--- src/rtl/neighbor_scan.sv ---
`default_nettype none
// ============================================================================
// Module   : neighbor_scan
// Purpose  : Initiator-side sequencer for the winner-policy block. On start it
//            walks this node's neighbor table in word memory, tracks the
//            lowest-value neighbor (ignoring its own ID), counts neighbors
//            better than the node's own estimate, then runs the start/done
//            handshake with the winner-policy block and latches the next hop.
// Ports    : clock, rst (async, active-high)
//            start, mybest, MY_NODE_ID           - request and node context
//            address / mem_data_out              - shared memory read port
//            start_winnerPolicy / done_winnerPolicy / nexthop_wp
//                                                - winner-policy handshake
//            bestvalue, besthop, bestneighborID,
//            betterNeighborCount, nexthop        - results
//            busy, done, err                     - status
// Revision : 1.0 - initial release
// ============================================================================
module neighbor_scan #(
    parameter int                        WORD_WIDTH    = 16,
    parameter logic [WORD_WIDTH-1:0]     TABLE_BASE    = 16'h0100,
    parameter int                        ADDR_STEP     = 2,
    parameter int                        MAX_NEIGHBORS = 16,
    parameter int                        TIMEOUT       = 255
) (
    input  logic                  clock,
    input  logic                  rst,
    input  logic                  start,
    input  logic [WORD_WIDTH-1:0] mybest,
    input  logic [WORD_WIDTH-1:0] MY_NODE_ID,
    output logic [WORD_WIDTH-1:0] address,
    input  logic [WORD_WIDTH-1:0] mem_data_out,
    output logic                  start_winnerPolicy,
    input  logic                  done_winnerPolicy,
    input  logic [WORD_WIDTH-1:0] nexthop_wp,
    output logic [WORD_WIDTH-1:0] bestvalue,
    output logic [WORD_WIDTH-1:0] besthop,
    output logic [WORD_WIDTH-1:0] bestneighborID,
    output logic [WORD_WIDTH-1:0] betterNeighborCount,
    output logic [WORD_WIDTH-1:0] nexthop,
    output logic                  busy,
    output logic                  done,
    output logic                  err
);

    typedef enum logic [3:0] {
        IDLE  = 4'd0,
        CNT_A = 4'd1,
        CNT_D = 4'd2,
        ID_A  = 4'd3,
        ID_D  = 4'd4,
        VAL_A = 4'd5,
        VAL_D = 4'd6,
        HOP_A = 4'd7,
        HOP_D = 4'd8,
        KICK  = 4'd9,
        WAIT  = 4'd10,
        FIN   = 4'd11
    } state_t;

    localparam logic [WORD_WIDTH-1:0] ALL_ONES     = '1;
    localparam logic [WORD_WIDTH-1:0] STEP         = WORD_WIDTH'(ADDR_STEP);
    localparam logic [WORD_WIDTH-1:0] MAX_N        = WORD_WIDTH'(MAX_NEIGHBORS);
    localparam logic [15:0]           TIMEOUT_LAST = 16'(TIMEOUT - 1);

    state_t                  state;
    state_t                  state_next;
    logic [4:0]              entry_count;
    logic [4:0]              entry_idx;
    logic [WORD_WIDTH-1:0]   entry_id;
    logic [WORD_WIDTH-1:0]   entry_val;
    logic                    any_valid;
    logic [15:0]             wait_cnt;

    logic                    count_bad;
    logic                    last_entry;
    logic                    entry_self;
    logic                    scan_valid;
    logic                    timeout_hit;

    // N is checked against the raw word before truncation to the 5-bit index.
    assign count_bad   = (mem_data_out == '0) || (mem_data_out > MAX_N);
    assign last_entry  = (entry_idx == (entry_count - 5'd1));
    assign entry_self  = (entry_id == MY_NODE_ID);
    // Includes the entry being evaluated in HOP_D this cycle.
    assign scan_valid  = any_valid || !entry_self;
    assign timeout_hit = (wait_cnt == TIMEOUT_LAST);

    // ------------------------------------------------------------------
    // State register
    // ------------------------------------------------------------------
    always_ff @(posedge clock or posedge rst) begin
        if (rst) begin
            state <= IDLE;
        end else begin
            state <= state_next;
        end
    end

    // ------------------------------------------------------------------
    // Next state and state-decoded outputs
    // ------------------------------------------------------------------
    always_comb begin
        state_next         = state;
        start_winnerPolicy = 1'b0;
        done               = 1'b0;
        busy               = 1'b1;
        case (state)
            IDLE: begin
                busy = 1'b0;
                if (start) begin
                    state_next = CNT_A;
                end
            end
            CNT_A: state_next = CNT_D;
            CNT_D: state_next = count_bad ? FIN : ID_A;
            ID_A:  state_next = ID_D;
            ID_D:  state_next = VAL_A;
            VAL_A: state_next = VAL_D;
            VAL_D: state_next = HOP_A;
            HOP_A: state_next = HOP_D;
            HOP_D: begin
                if (!last_entry) begin
                    state_next = ID_A;
                end else if (scan_valid) begin
                    state_next = KICK;
                end else begin
                    state_next = FIN;
                end
            end
            KICK: begin
                start_winnerPolicy = 1'b1;
                state_next         = WAIT;
            end
            WAIT: begin
                if (done_winnerPolicy || timeout_hit) begin
                    state_next = FIN;
                end
            end
            FIN: begin
                done       = 1'b1;
                busy       = 1'b0;
                state_next = IDLE;
            end
            default: begin
                busy       = 1'b0;
                state_next = IDLE;
            end
        endcase
    end

    // ------------------------------------------------------------------
    // Datapath: address sequencing, entry capture, evaluation, handshake
    // ------------------------------------------------------------------
    always_ff @(posedge clock or posedge rst) begin
        if (rst) begin
            address             <= '0;
            err                 <= 1'b0;
            bestvalue           <= ALL_ONES;
            besthop             <= ALL_ONES;
            bestneighborID      <= ALL_ONES;
            betterNeighborCount <= '0;
            nexthop             <= ALL_ONES;
            entry_count         <= '0;
            entry_idx           <= '0;
            entry_id            <= '0;
            entry_val           <= '0;
            any_valid           <= 1'b0;
            wait_cnt            <= '0;
        end else begin
            case (state)
                IDLE: begin
                    if (start) begin
                        address             <= TABLE_BASE;
                        err                 <= 1'b0;
                        bestvalue           <= ALL_ONES;
                        besthop             <= ALL_ONES;
                        bestneighborID      <= ALL_ONES;
                        betterNeighborCount <= '0;
                        entry_idx           <= '0;
                        any_valid           <= 1'b0;
                    end
                end
                CNT_D: begin
                    if (count_bad) begin
                        err <= 1'b1;
                    end else begin
                        entry_count <= mem_data_out[4:0];
                        address     <= address + STEP;
                    end
                end
                ID_D: begin
                    entry_id <= mem_data_out;
                    address  <= address + STEP;
                end
                VAL_D: begin
                    entry_val <= mem_data_out;
                    address   <= address + STEP;
                end
                HOP_D: begin
                    // Counting and best tracking are independent tests on the
                    // same entry; strict less-than keeps the earlier entry on ties.
                    if (!entry_self) begin
                        any_valid <= 1'b1;
                        if (entry_val < mybest) begin
                            betterNeighborCount <= betterNeighborCount + WORD_WIDTH'(1);
                        end
                        if (entry_val < bestvalue) begin
                            bestvalue      <= entry_val;
                            besthop        <= mem_data_out;
                            bestneighborID <= entry_id;
                        end
                    end
                    if (last_entry) begin
                        if (!scan_valid) begin
                            err                 <= 1'b1;
                            bestvalue           <= ALL_ONES;
                            besthop             <= ALL_ONES;
                            bestneighborID      <= ALL_ONES;
                            betterNeighborCount <= '0;
                        end
                    end else begin
                        entry_idx <= entry_idx + 5'd1;
                        address   <= address + STEP;
                    end
                end
                KICK: begin
                    wait_cnt <= '0;
                end
                WAIT: begin
                    if (done_winnerPolicy) begin
                        nexthop <= nexthop_wp;
                    end else if (timeout_hit) begin
                        err     <= 1'b1;
                        nexthop <= ALL_ONES;
                    end else begin
                        wait_cnt <= wait_cnt + 16'd1;
                    end
                end
                default: begin
                end
            endcase
        end
    end

endmodule
`default_nettype wire

--- config.mk ---
export PLATFORM = sky130hd
export DESIGN_NAME = neighbor_scan
export DESIGN_NICKNAME = d
export VERILOG_FILES = /design/src/rtl/neighbor_scan.sv
export SDC_FILE = /design/constraint.sdc
export NUM_CORES = 1
export LEC_CHECK = 0
export BUFFER_PORTS_ARGS = -buffer_cell sky130_fd_sc_hd__buf_2
export CAP_MARGIN = 40
export CORE_ASPECT_RATIO = 2
export CORE_MARGIN = 1
export CORE_UTILIZATION = 37
export DETAILED_ROUTE_END_ITERATION = 8
export PLACE_DENSITY_LB_ADDON = 0.25
export SYNTH_ARGS = -nofsm -noshare
export SYNTH_HDL_FRONTEND = slang
export SYNTH_SLANG_ARGS = --single-unit
--- constraint.sdc ---
create_clock -name clock -period 4.72 [get_ports clock]
set_input_delay 0.944 -clock clock [delete_from_list [all_inputs] [get_ports clock]]
set_output_delay 0.944 -clock clock [all_outputs]
set_load 0.02 [all_outputs]
# After elaboration in Yosys (flattened, before gate mapping)
# Cells that the tools add are included.
[word_totals] output_inout_bits=100 input_bits=68 register_bits=160 elab_cells=122
[op_classes] n_mux=52 add_sub_neg=5 eq_ne=25 bitwise=1 reduce_logical=22 n_lt_le_gt_ge=3
[ops] operator="$mux W16" count=25
[ops] operator="$pmux W16 S2" count=5
[ops] operator="$pmux W16 S4" count=1
[ops] operator="$pmux W4 S11" count=1
[ops] operator="$add A16 B1 Y16 const B" count=2
[ops] operator="$lt A16 B16 Y1" count=2
[ops] operator="$ne A2 B2 Y1 const B" count=11
[ops] operator="$add A16 B2 Y16 const B" count=1
[ops] operator="$eq A16 B16 Y1" count=1
[ops] operator="$eq A16 B8 Y1 const B" count=1
[ops] operator="$eq A4 B3 Y1 const B" count=4
[ops] operator="$eq A4 B4 Y1 const B" count=4
[ops] operator="$gt A16 B5 Y1 const B" count=1
[ops] operator="$logic_not A16 Y1" count=1
[ops] operator="$mux W4" count=4
[ops] operator="$mux W1" count=10
[ops] operator="$mux W5" count=2
[ops] operator="$pmux W5 S2" count=1
[ops] operator="$reduce_or A10 Y1" count=1
[ops] operator="$reduce_and A3 Y1" count=3
[ops] operator="$eq A4 B2 Y1 const B" count=2
[ops] operator="$reduce_and A2 Y1" count=4
[ops] operator="$reduce_bool A4 Y1" count=2
[ops] operator="$reduce_and A7 Y1" count=1
[ops] operator="14 further kinds" count=18

# Logic depth before layout (Yosys ltp)
[depth] depth_word=6 ltp_mapped=11 mapped_depth_nobuf=9

# Worst setup path after synthesis
# Ideal clock, no wire load.
[synth_path] path_type="input to register" startpoint="input port mybest[9]" endpoint="register betterNeighborCount[4]" setup_ps=77 required_ps=4643 path_buffers=1 t_arrival_ps=3037 cell_stages=10 path_slack_ps=1606 path_cell_list="inv_1 -> ha_1 -> a21o_1 -> a221o_1 -> a221oi_2 -> nand2_1 -> or2_1 -> buf_6 -> or4_1 -> a21oi_1"
[synth_via] elab_chain_cells=6
[synth_rtl] item="start: declaration" line="29" rtl="input logic [WORD_WIDTH-1:0] mybest,"
[synth_rtl] item="$lt A16 B16 Y1 *" line="205" rtl="if (entry_val < mybest) begin"
[synth_rtl] item="$mux W16 *" line="205"
[synth_rtl] item="$mux W16 *" line="203" rtl="if (!entry_self) begin"
[synth_rtl] item="$mux W16" line="215" rtl="if (!scan_valid) begin"
[synth_rtl] item="$mux W16 *" line="214" rtl="if (last_entry) begin"
[synth_rtl] item="$pmux W16 S2 *" line="171" rtl="case (state)"
[synth_rtl] item="end signal: assignment" line="206" rtl="betterNeighborCount <= betterNeighborCount + WORD_WIDTH'(1);"
[synth_rtl] item="end: declaration" line="39" rtl="output logic [WORD_WIDTH-1:0] betterNeighborCount,"
# Every way passes the cells marked *; elsewhere a longest branch is shown, timed or not.
# A chain may end at the register's enable or synchronous reset.

# Final worst setup path
[layout_path] startpoint="input port mybest[9]" endpoint="register betterNeighborCount[11]"
# The elaborated chain is that of the path after synthesis.

==> impl_results.md <==
* Clock sink total at 159
* Switching pwr at between 2000 and 3000 µW
* Yosys reg bits at approximately 160
* Share of flip-flops with an asynchronous set or reset at 1.00
* Post-Syn Area at 8270 µm²
* H-tree levels at 4
* Peak supply drop at around 0.35 mV
* Cells along the critical path: buf_2 > inv_1 > ha_1 > a21o_1 > a221o_1 > a221oi_2 > nand2_1 > or2_1 > or4_1 > a21oi_1
* Chip width at around 110 µm
* Skew final at between 10 and 15 ps
* Fill cells at 2170
* Min-Delay Path Class: reg2reg
* CP endpoint kind: register
* Worst slew margin at 0.436
* RR Endpoint: betterNeighborCount[11]
* Sw Ratio at 0.385
* Number of global-route vias before repair at ~6.5k
* Initial antenna violation count at 0
* Main flop type after synthesis: dfrtp_1
* Remaining global-route overflow at 0
* TritonCTS clock tree: built
* Avg Vias per Cell at between 5 and 6
* Worst-path clk slew at roughly 60 ps
* Initial Util at 0.377
* Area of the multi-input gates at 3890 µm²
* Die H at 213 µm
* Avg WL per Cell at around 18 µm
* Vias post-DR at between 6k and 7k
* Number of cells on the worst reg-to-reg path at 8
* Hold-fix buffers, CTS at 0
* Detail Placement HPWL at 16100 µm
* Worst Setup SP: mybest[9]
* DRT iter0 DRCs at approximately 200
* Worst r2r src: entry_val[9]
* CP Max Fanout at 12
* Antenna diodes at 0
* CP Data Required Time at approximately 5100 ps
* Hold Vio Cnt, Final at 0
* Fmax at around 0.31 GHz
* First-pass GRT wire length at about 35000 µm
* Cell Int Power at between 4000 and 5000 µW
* Crit path arrival time at around 3600 ps
* Top post-synthesis cells by area: dfrtp_1 29%, dfstp_2 20%, ha_1 5.4%, xor2_1 4.4%, mux2_2 4.4%
* Hold Path Sink: entry_idx[4]
* Area growth syn-to-layout at 21.8%
* Boundary Pins at around 170
* Number of routed nets with antenna violations at 0
* Layout Nets at around 1.0k
* CP Class: in2reg
* DR DRC count at 0
* Row count at between 70 and 80
* R2r setup slk at roughly 1600 ps
* Share of cells above drive strength 1 at 0.339
* Status: finished clean
* Max Root-Sink Buffers at 2
* Root buf cell: clkbuf_16
* Post-cts gate resize count at 0
* Post-Synthesis Net Count at 875
* Avg Synthesized Cell Area at between 10 and 15 µm²
* Post-Route Setup TNS at 0 ps
* Cells after Synth at 771
* RSZ-0062 raised after global routing: false
* Hold path start: entry_idx[4]
* Worst slew pin tran at 847 ps
* LEAKAGE at around 0.0047 µW
* Flop pwr share at 0.376
* RePlAce Congestion at 0.834
* Critical Path Max Stage Delay at between 500 and 600 ps
* Final min period at between 3000 and 4000 ps
* Final wirelength at roughly 22000 µm
* Yosys Warn Count at 0
* Die area at between 20000 and 25000 µm²
* CP Buf/Inv Count at 2
* Worst path top cell family by delay: simple AND/OR/NAND/NOR gates
* Pre-antenna DRT Iters at 4
* Post-synth EDFFs at 0
* Final instance area at around 10000 µm²
* PortBufs at 166
* Post-synth top area share at 0.287
* Largest net degree at the start of global routing at 123
* Setup violators final at 0
* Reg area at a little over 4000 µm²
* Clock Latency Late Sink at between 400 and 500 ps
* CTS Buf Count at 17
* Sequential share of the synthesized area at 0.491
* Clock Power Share at 0.237
* Yosys top cell by area: dfrtp_1
* Core ar. at ~22000 µm²
* Max-cap check violation count at 0
* Cell Area, Placed at 9400 µm²
* Slowest cell on crit path: or4_1
* Worst setup SP type: primary input
* Cell variety after synth at 68
* Max-slew violation count at 0
* Fin crit share at 0.691
* Hold Path Depth at 1
* All-layer global routing usage at 0.202
* Combinational Power Share at 0.387
* Post-CTS Setup Bufs at 0
* Pwr dens at about 660 nW/µm²
[Yosys cell counts, types with 4 or more instances]
master	instances
mux2i_1	35
nor4_1	15
nand4_1	22
o22a_1	17
mux2_1	5
or4_1	7
xnor2_1	20
inv_1	41
ha_1	36
nor3_1	14
nand3_1	22
o31ai_1	5
nor2_1	58
o211ai_1	17
a21oi_1	19
a21o_1	6
dfrtp_1	95
and2_1	11
and3_1	11
clkbuf_1	15
nand2b_1	7
a31oi_1	4
xor2_1	42
o21ai_0	8
nand2_1	78
dfstp_2	64
mux2_2	32
buf_2	12
[layer usage]
layer / vias up / track usage / wire [µm]
met5: - / 0 / 0
met4: 0 / 0.0983 / 726
met3: 46 / 0.0404 / 795
met2: 144 / 0.368 / 12000
met1: 3086 / 0.219 / 8190
li1: 3055 / - / -
[layout make-up]
class,instances,share of cell area
tap,276,0.0343
inverter,41,0.0157
sequential,159,0.403
clock inverter,14,0.0237
timing repair buffer,178,0.0940
multi-input combinational,536,0.387
clock buffer,18,0.0426
[registers in the layout, summed over array words and instances (netlist names), 4 cells and up]
name and flops:
entry_id 16, address 15, besthop 16, wait_cnt 16, nexthop 16, state 4
betterNeighborCount 16, bestvalue 16, entry_count 5, entry_val 16, bestneighborID 16, entry_idx 5
[per-stage QoR]
stage          hold slack [ps]  std cells  utilization  total power [µW]  setup slack [ps]
3_5_place_dp               497       1190        0.428              5130              1030
2_1_floorplan              468        771            -              4320              1610
4_1_cts                    509       1222        0.458              6730              1480
5_1_grt                    549       1222        0.458              7100              1270
3_3_place_gp               488       1187        0.427              5060              1010
6_report                   507       1222        0.458              6640              1460
[power groups by stage]
stage	registers (µW)	clock network, µW	logic [µW]
2_1_floorplan	2740	0	1580
6_report	2500	1570	2570
3_5_place_dp	2520	0	2610
3_3_place_gp	2510	0	2550
4_1_cts	2510	1620	2610
5_1_grt	2580	1660	2850
[layout by cell type, fill, tap and decap left out, types with 4 or more instances in the layout]
cell and count:
nand2_1 78, o211ai_1 17, o22a_1 17, dfstp_2 64, xnor2_1 20, o31ai_1 5
mux2_2 32, and2_1 11, inv_1 40, xor2_1 42, and3_1 11, mux2i_1 35
nor3_1 13, nor4_1 15, o21ai_0 8, mux2_1 5, a21oi_1 18, bufinv_16 6
a21o_1 6, nand3_1 22, nor2_1 58, buf_4 8, buf_2 167, or4_1 7
clkbuf_16 17, a31oi_1 4, nand2b_1 7, dfrtp_1 95, nand4_1 22, ha_1 36
clkinvlp_4 4
[how the worst max path moves through the flow]
stage                              endpoint  slack [ps]  cells past startpoint
floorplan            betterNeighborCount[4]        1610                     10
global placement    betterNeighborCount[11]        1010                     10
detailed placement  betterNeighborCount[11]        1030                     10
CTS                 betterNeighborCount[11]        1480                     10
global route         betterNeighborCount[4]        1270                     10
finish              betterNeighborCount[11]        1460                     10
[logic make-up (layout without fill, tap and decap cells)]
logic type,after synthesis,after routing,share of synthesized area
buffers and inverters,76,251,0.0404
adders and majority gates,36,36,0.0545
AOI/OAI and AO/OA,100,100,0.0920
DFF,159,159,0.491
and+or+nand+nor,265,265,0.164
other,1,1,0.000453
xor gates and xnor gates,62,62,0.0657
muxes,72,72,0.0927
Note: power is estimated with default switching activity, not from simulation.
